`src/rtl/load_store_unit.sv`:
```
// Load/store unit: single-outstanding initiator on the data memory port, with alignment and range fault detection.
// Optional feature: define LSU_MISALIGN_TRAP_EN to trap misaligned accesses instead of force-aligning them.
module load_store_unit #(
  parameter int unsigned DMEM_WORDS = 1024
) (
  input  logic        clk,
  input  logic        reset,
  input  logic        lsu_valid_i,
  output logic        lsu_ready_o,
  input  logic        lsu_store_i,
  input  logic [1:0]  lsu_size_i,
  input  logic        lsu_unsigned_i,
  input  logic [31:0] lsu_addr_i,
  input  logic [31:0] lsu_wr_data_i,
  input  logic [4:0]  lsu_rd_idx_i,
  output logic        lsu_done_o,
  output logic [31:0] lsu_load_data_o,
  output logic [4:0]  lsu_rd_idx_o,
  output logic        lsu_rd_we_o,
  output logic        lsu_misalign_o,
  output logic        lsu_range_o,
  output logic        data_mem_req_o,
  output logic [31:0] data_mem_addr_o,
  output logic [1:0]  data_mem_byte_en_o,
  output logic        data_mem_wr_o,
  output logic [31:0] data_mem_wr_data_o,
  output logic        data_mem_zero_extnd_o,
  input  logic [31:0] data_mem_rd_data_i
);

  typedef enum logic [1:0] {IDLE, REQ, RESP, DONE} state_t;

  localparam logic [32:0] ADDR_LIMIT = 33'(DMEM_WORDS) << 2;

  state_t      state, state_nxt;
  logic        store_p0, uns_p0, mis_p0, rng_p0;
  logic [1:0]  size_p0;
  logic [31:0] addr_p0, wr_data_p0;
  logic [4:0]  rd_idx_p0;
  logic [31:0] load_data_p1;

  logic        accept, mis_chk, rng_chk, fault;
  logic [31:0] addr_eff;
  logic        mem_active;

  function automatic logic out_of_range(input logic [1:0] size, input logic [31:0] addr);
    return ({1'b0, addr} >= ADDR_LIMIT) || (size == 2'd2);
  endfunction

`ifdef LSU_MISALIGN_TRAP_EN
  function automatic logic misaligned(input logic [1:0] size, input logic [1:0] lo);
    case (size)
      2'd1:    return lo[0];
      2'd3:    return lo != 2'b00;
      default: return 1'b0;
    endcase
  endfunction

  assign mis_chk  = misaligned(lsu_size_i, lsu_addr_i[1:0]);
  assign addr_eff = lsu_addr_i;
`else
  function automatic logic [31:0] align_addr(input logic [1:0] size, input logic [31:0] addr);
    case (size)
      2'd1:    return {addr[31:1], 1'b0};
      2'd3:    return {addr[31:2], 2'b00};
      default: return addr;
    endcase
  endfunction

  assign mis_chk  = 1'b0;
  assign addr_eff = align_addr(lsu_size_i, lsu_addr_i);
`endif

  assign rng_chk = out_of_range(lsu_size_i, lsu_addr_i);
  assign fault   = mis_chk | rng_chk;
  assign accept  = (state == IDLE) && lsu_valid_i;

  // Stage p0: request capture at acceptance; p1: load response capture in RESP
  always_ff @(posedge clk) begin
    if (reset) begin
      state        <= IDLE;
      store_p0     <= 1'b0;
      size_p0      <= 2'd0;
      uns_p0       <= 1'b0;
      addr_p0      <= '0;
      wr_data_p0   <= '0;
      rd_idx_p0    <= '0;
      mis_p0       <= 1'b0;
      rng_p0       <= 1'b0;
      load_data_p1 <= '0;
    end else begin
      state <= state_nxt;
      if (accept) begin
        store_p0   <= lsu_store_i;
        size_p0    <= lsu_size_i;
        uns_p0     <= lsu_unsigned_i;
        addr_p0    <= addr_eff;
        wr_data_p0 <= lsu_wr_data_i;
        rd_idx_p0  <= lsu_rd_idx_i;
        mis_p0     <= mis_chk;
        rng_p0     <= rng_chk;
        if (fault && !lsu_store_i) load_data_p1 <= '0;
      end
      if (state == RESP) load_data_p1 <= data_mem_rd_data_i;
    end
  end

  always_comb begin
    state_nxt = state;
    case (state)
      IDLE: if (lsu_valid_i) state_nxt = fault ? DONE : REQ;
      REQ:  state_nxt = store_p0 ? DONE : RESP;
      RESP: state_nxt = DONE;
      DONE: state_nxt = IDLE;
      default: state_nxt = IDLE;
    endcase
  end

  // Memory port is live only in REQ/RESP so the memory sees zeros otherwise
  always_comb begin
    mem_active            = (state == REQ) || (state == RESP);
    lsu_ready_o           = (state == IDLE);
    lsu_done_o            = (state == DONE);
    lsu_rd_we_o           = (state == DONE) && !store_p0 && !mis_p0 && !rng_p0;
    lsu_misalign_o        = (state == DONE) && mis_p0;
    lsu_range_o           = (state == DONE) && rng_p0;
    lsu_load_data_o       = load_data_p1;
    lsu_rd_idx_o          = rd_idx_p0;
    data_mem_req_o        = mem_active;
    data_mem_addr_o       = mem_active ? addr_p0 : '0;
    data_mem_byte_en_o    = mem_active ? size_p0 : 2'd0;
    data_mem_wr_o         = (state == REQ) && store_p0;
    data_mem_wr_data_o    = mem_active ? wr_data_p0 : '0;
    data_mem_zero_extnd_o = mem_active && uns_p0;
  end

endmodule

```
`config.mk`:
```
export PLATFORM = sky130hd
export DESIGN_NAME = load_store_unit
export DESIGN_NICKNAME = d
export VERILOG_FILES = /design/src/rtl/load_store_unit.sv
export SDC_FILE = /design/constraint.sdc
export NUM_CORES = 1
export LEC_CHECK = 0
export ABC_AREA = 1
export CAP_MARGIN = 20
export CORE_MARGIN = 2
export CORE_UTILIZATION = 45
export DETAILED_ROUTE_END_ITERATION = 16
export GPL_TIMING_DRIVEN = 0
export PLACE_DENSITY = 0.86
export SLEW_MARGIN = 5
export SYNTH_ARGS = -nofsm -noshare
export SYNTH_HDL_FRONTEND = slang
export SYNTH_SLANG_ARGS = --single-unit
```
`constraint.sdc`:
```
create_clock -name clk -period 3.5 [get_ports clk]
set_clock_uncertainty 0.05 [all_clocks]
set_input_delay 0.35 -clock clk [delete_from_list [all_inputs] [get_ports clk]]
set_output_delay 0.35 -clock clk [all_outputs]
set_load 0.05 [all_outputs]
```
==> results.md, run 1 <==
- Status: complete, no violations
- Die width: 108 um
- Placed cell areas: approximately 7200 um^2
- First-pass GRT wire length: around 21000 um
- I/O Pins: between 200 and 250
- Crit Path Class: reg -> out
- Power density over the cells: ~740 nW/um^2
- Count of cell types in the netlist: 24
- Fin crit period: around 3.3 ns
- Hold crit path type: reg -> reg
- Total CTS buffers: 9
- Comb power frac: 0.566
- Fin area: roughly 7400 um^2
- Setup tns final: 0 ns
- Final antenna-violating net count: 0
- Final GP Congestion: roughly 0.8
- Area growth from synthesis to layout: 52.3%
- Critical Path Source Type: flip-flop
- FF+latch count, synth: between 100 and 150
- Layout net count: a little under 1000
- Final worst hold slack: ~0.42 ns
- Syn Area/Cell: 7.39 um^2
- Worst endpoint required time: 3.10 ns
- Routed via count: 4772
- Post-CTS sizing: 0
- Hold Buf Count CTS: 0
- Max Cap Viol: 0
- Clock Latency Late Sink: between 0.3 and 0.4 ns
- GRT Total Usage: 0.229
- Row Count: 37
- Final HPWL DP: about 10000 um
- Internal power: between 2 and 3 mW
- Largest net degree at the start of global routing: 17
- Max Clk Rate: between 0.3 and 0.4 GHz
- Die area: about 12000 um^2
- Wire length per cell: 13.0 um
- Clock share of power: 0.126
- YS warnings: 0
- ANT cells: 0
- GRT overflow: 0
- Clock Tree Root: clkbuf_8
- Finish-stage setup viols: 0
- Mapped Area: between 4000 and 5000 um^2
- Worst rel slew slack: 0.556
- Share of layout cells above drive strength 1: 0.119
- Switching Fraction: 0.485
- Sw Pwr: ~2.6 mW
- RSZ-0062 raised after global routing: no
- R2r setup slk: about 1.7 ns
- Clock Path Buffers: 2
- Sequential share of power: 0.308
- Vias in the first global route: 4471
- Least-Margin Pin Slew: approximately 0.67 ns
- Initial antenna violation count: 0
- Final WL: 13300 um
- Setup bufs post-CTS: 0
- Max VDD drop: between 0.3 and 0.4 mV
- DRC viols: 0
- Crit path DAT: 2.91 ns
- Starting Density: 0.466
- Final hold viol count: 0
- TritonCTS clock tree: built
- Fin. max-slew vios: 0
- Mapped Nets: roughly 770
- Initial DRT Pass Iterations: 4
- CP Max Fanout: 10
- Commonest non-fill, non-tap cell in the layout: clkdlybuf4s50_1
- Die Y: between 100 and 150 um
- Seq/Total Area, Yosys: 0.448
- Critical path capture point type: output pin
- CTS sink count: around 110
- Final period utilization: 0.945
- LEAKAGE: around 3.3 nW
- Most frequent cells in the layout: clkdlybuf4s50_1, nor2_1, nand2_1
- Vias per Instance: 4.67
- CTS HTree Levels: 3
- Core box area: approximately 10000 um^2
- Post-Synthesis Cells: 653
- Port buffer count: ~220
- Clock transition at the registers of the reported paths: around 0.10 ns
- Initial DRC count: ~150
synth_stat cells (all sizes together):
cell / number / area, um^2
a211oi: 3 / 22.5
a21oi: 37 / 298
a31oi: 1 / 6.26
buf: 23 / 161
clkbuf: 23 / 116
conb: 1 / 3.75
dfxtp: 108 / 2160
ha: 4 / 50.1
inv: 79 / 297
nand2: 114 / 428
nand3: 35 / 343
nor2: 154 / 583
o211ai: 1 / 7.51
o21ai: 70 / 350
registers in the layout, summed over array words and instances (netlist names):
| signal | flops |
|---|---|
| lsu_rd_idx_o | 5 |
| uns_p0 | 1 |
| wr_data_p0 | 32 |
| store_p0 | 1 |
| addr_p0 | 32 |
| size_p0 | 2 |
| rng_p0 | 1 |
| state | 2 |
| lsu_load_data_o | 32 |
worst max-delay path, stage by stage, from the launching register on:
cell and delay, ns:
dfxtp_1 0.40, inv_1 0.10, ha_1 0.31, clkbuf_1 0.26, buf_2 0.29, buf_2 0.25
nand2_1 0.10, inv_1 0.06, clkdlybuf4s50_1 0.79
path summary, 6_finish.rpt:
check | start | to | cells after the start
worst max register to register | state[0] | wr_data_p0[1] | 7
worst max-delay path | state[0] | data_mem_wr_data_o[11] | 8
worst min-delay path | lsu_load_data_o[28] | lsu_load_data_o[28] | 2
worst min register to register | lsu_load_data_o[28] | lsu_load_data_o[28] | 2
layout make-up:
type | instances | area, um^2
fillers | 890 | 3020
repair buffers | 217 | 2190
flip-flops and latches | 108 | 2160
multi-input cells | 420 | 2090
inverters | 79 | 297
plain buffers | 46 | 278
well taps | 136 | 170
clock buffers | 11 | 141
clock inverters | 4 | 26.3
per-stage QoR:
stage               power [mW]  cells  worst slack, ns   util
finish                    5.44   1021            0.192  0.709
global route              5.79   1021        0.0000890  0.709
CTS                       5.49   1021            0.128  0.708
detailed placement        4.80   1006            0.542  0.691
global placement          4.76   1006            0.560  0.691
floorplan                 3.80    653             1.14      -
metal layers:
| metal | wire length [um] | global-route usage |
|---|---|---|
| met4 | 404 | 0.0897 |
| met3 | 768 | 0.0472 |
| met2 | 6550 | 0.390 |
| met1 | 5570 | 0.284 |
| met5 | 0 | 0 |
kinds of logic after synthesis:
| logic type | synth area share |
|---|---|
| AND/OR/NAND/NOR | 0.280 |
| buffers and inverters | 0.119 |
| AO/OA/AOI/OAI | 0.142 |
| flip-flops | 0.448 |
| adder cells (fa/ha/maj) | 0.0104 |
| other | 0.000777 |
power groups by stage:
stage	combinational (mW)	clock (mW)	sequential (mW)
3_3_place_gp	3.07	0	1.69
2_1_floorplan	1.85	0	1.96
6_report	3.07	0.685	1.68
5_1_grt	3.32	0.754	1.72
3_5_place_dp	3.09	0	1.70
4_1_cts	3.10	0.709	1.68
(Power assumes the default switching activity.)
==> inputs of run 2 (changes only) <==
- CORE_UTILIZATION: 45 -> 42
- PLACE_DENSITY: 0.86 -> 0.81
- SETUP_SLACK_MARGIN: unset -> 0.4
- clock period: 3.5 -> 3.49 ns (I/O delays scaled with it)
==> results.md, run 2 (same netlist as run 1, synthesis figures left out) <==
- Max VDD drop: 0.364 mV (+3.4%)
- Post-route insts no fill: 1028 (+0.69%)
- CTS sink count: 108 (unchanged)
- Post-route setup slack: 0.519 ns (+0.327 ns)
- Crit path DAT: 2.57 ns (-0.34 ns)
- Clock Latency Late Sink: 0.33 ns (about the same)
- Die area: 12400 um^2 (+6.9%)
- Routed via count: 4732 (-0.84%)
- Final worst hold slack: 0.416 ns (-0.00603 ns)
- Pwr Total: 5.78 mW (+6.3%)
- Initial DRC count: 235 (+56%)
- Setup tns final: 0 ns (unchanged)
- Fin crit period: just under 3 ns
- Clock Path Buffers: 2 (unchanged)
- Place WS: 0.561 ns (+0.0198 ns)
- Final period utilization: 0.851
- Wire length per cell: 13.3 um (+2.1%)
- Row Count: 39 (+5.4%)
- Worst rel slew slack: 0.521 (-0.0358)
- Clock Tree Root: clkbuf_16
- Total CTS buffers: 9 (unchanged)
- Critical path capture point type: output pin
- Max Clk Rate: 0.337 GHz
- RSZ-0062 raised after global routing: no
- WHS Path Cells: 2 (unchanged)
- Register-to-Register Path Depth: 7 (unchanged)
- Final antenna-violating net count: 0 (unchanged)
- First-pass GRT wire length: 21900 um (+3.1%)
- Vias in the first global route: 4454 (-0.38%)
- Most frequent cells in the layout: nor2_1, clkdlybuf4s50_1, nand2_1
- CP Max Fanout: 10 (unchanged)
- Core box area: 11300 um^2 (+9.2%)
- Initial antenna violation count: 0 (unchanged)
- TritonCTS clock tree: built
- CP Cell Sequence: inv_1 > ha_1 > clkbuf_1 > clkbuf_2 > nand2_1 > inv_1 > clkdlybuf4s50_1
- Hold crit path type: reg -> reg
- Largest net degree at the start of global routing: 17 (unchanged)
- Status: complete, no violations
- Final WL: 13700 um (+2.8%)
- Share of layout cells above drive strength 1: 0.128 (+0.00904)
- Crit Path Class: reg -> out
- Fin area: 7490 um^2 (+1.9%)
- CTS HTree Levels: 3 (unchanged)
- GRT overflow: 0 (unchanged)
- Setup bufs post-CTS: 0 (unchanged)
- Die Y: 111 um (+3.4%)
- Worst endpoint required time: 3.09 ns (about the same)
- CP peak stage delay: 0.79 ns (about the same)
- Placed cell areas: 7180 um^2 (+0.12%)
- Layout net count: 993 (unchanged)
- Fin util: 0.662 (-0.0474)
- Port buffer count: 217 (unchanged)
- Area growth from synthesis to layout: 55.1%
- I/O Pins: 219 (unchanged)
- Final hold viol count: 0 (unchanged)
- Placed Cells: 1013 (+0.70%)
- Final GP Congestion: 0.820 (+5.0%)
- GRT Total Usage: 0.216 (-0.0132)
- Critical Path Source Type: flip-flop
- DRC viols: 0 (unchanged)
- CP max stage cell: clkdlybuf4s50_1
- Starting Density: 0.427 (-0.0391)
- Vias per Instance: 4.60 (-1.5%)
- Least-Margin Pin Slew: 0.719 ns (+0.0537 ns)
- R2r setup slk: 1.61 ns (-0.08 ns)
- Die width: 111 um (+3.4%)
- Max Cap Viol: 0 (unchanged)
- Finish-stage setup viols: 0 (unchanged)
- Initial DRT Pass Iterations: 5 (+1)
- LEAKAGE: 3.81 nW (+14%)
- ANT cells: 0 (unchanged)
- Power density over the cells: 771 nW/um^2 (+4.3%)
- CP most frequent cell: inv_1
- Clock transition at the registers of the reported paths: 0.07 ns (-0.03 ns)
- Final HPWL DP: 10300 um (-0.65%)
- Fin. max-slew vios: 0 (unchanged)
==> run 2: where the power goes <==
group	leakage [nW]	internal [mW]	switching (mW)	total, mW
sequential	0.889	1.53	0.161	1.69
combinational	2.78	0.937	2.08	3.02
clock	0.142	0.626	0.447	1.07
==> run 2: layout make-up <==
cell class / instances / area [um^2]
repair buffers: 217 / 2170
fillers: 1025 / 3830
multi-input cells: 420 / 2090
clock buffers: 11 / 233
plain buffers: 46 / 283
clock inverters: 4 / 75.1
inverters: 79 / 297
well taps: 143 / 179
flip-flops and latches: 108 / 2160
==> run 2: repair_timing <==
| item | in CTS | in global routing |
|---|---|---|
| setup endpoints to repair | 60 | 41 |
| gates cloned | 0 | 0 |
| resized for setup | 46 | 47 |
| hold buffers | 0 | 0 |
==> run 2: path summary, 6_finish.rpt <==
kind              startpoint                  to
setup / recovery    state[0]  data_mem_addr_o[7]
hold / removal    addr_p0[1]          addr_p0[1]
setup reg to reg    state[0]      wr_data_p0[31]
hold reg to reg   addr_p0[1]          addr_p0[1]
==> run 2: critical path, delay by kind of cell (launching register included) <==
kind | cells | cell delay (ns)
buffers and inverters | 5 | 1.44
flip-flops | 1 | 0.41
adder cells (fa/ha/maj) | 1 | 0.31
AND/OR/NAND/NOR | 1 | 0.08
==> run 2: layer usage <==
layer / wire (um) / global-route usage / up-vias
met5: 0 / 0 / -
met4: 299 / 0.0831 / 0
met2: 6690 / 0.370 / 135
met1: 5870 / 0.263 / 2113
met3: 812 / 0.0503 / 22
li1: - / - / 2462
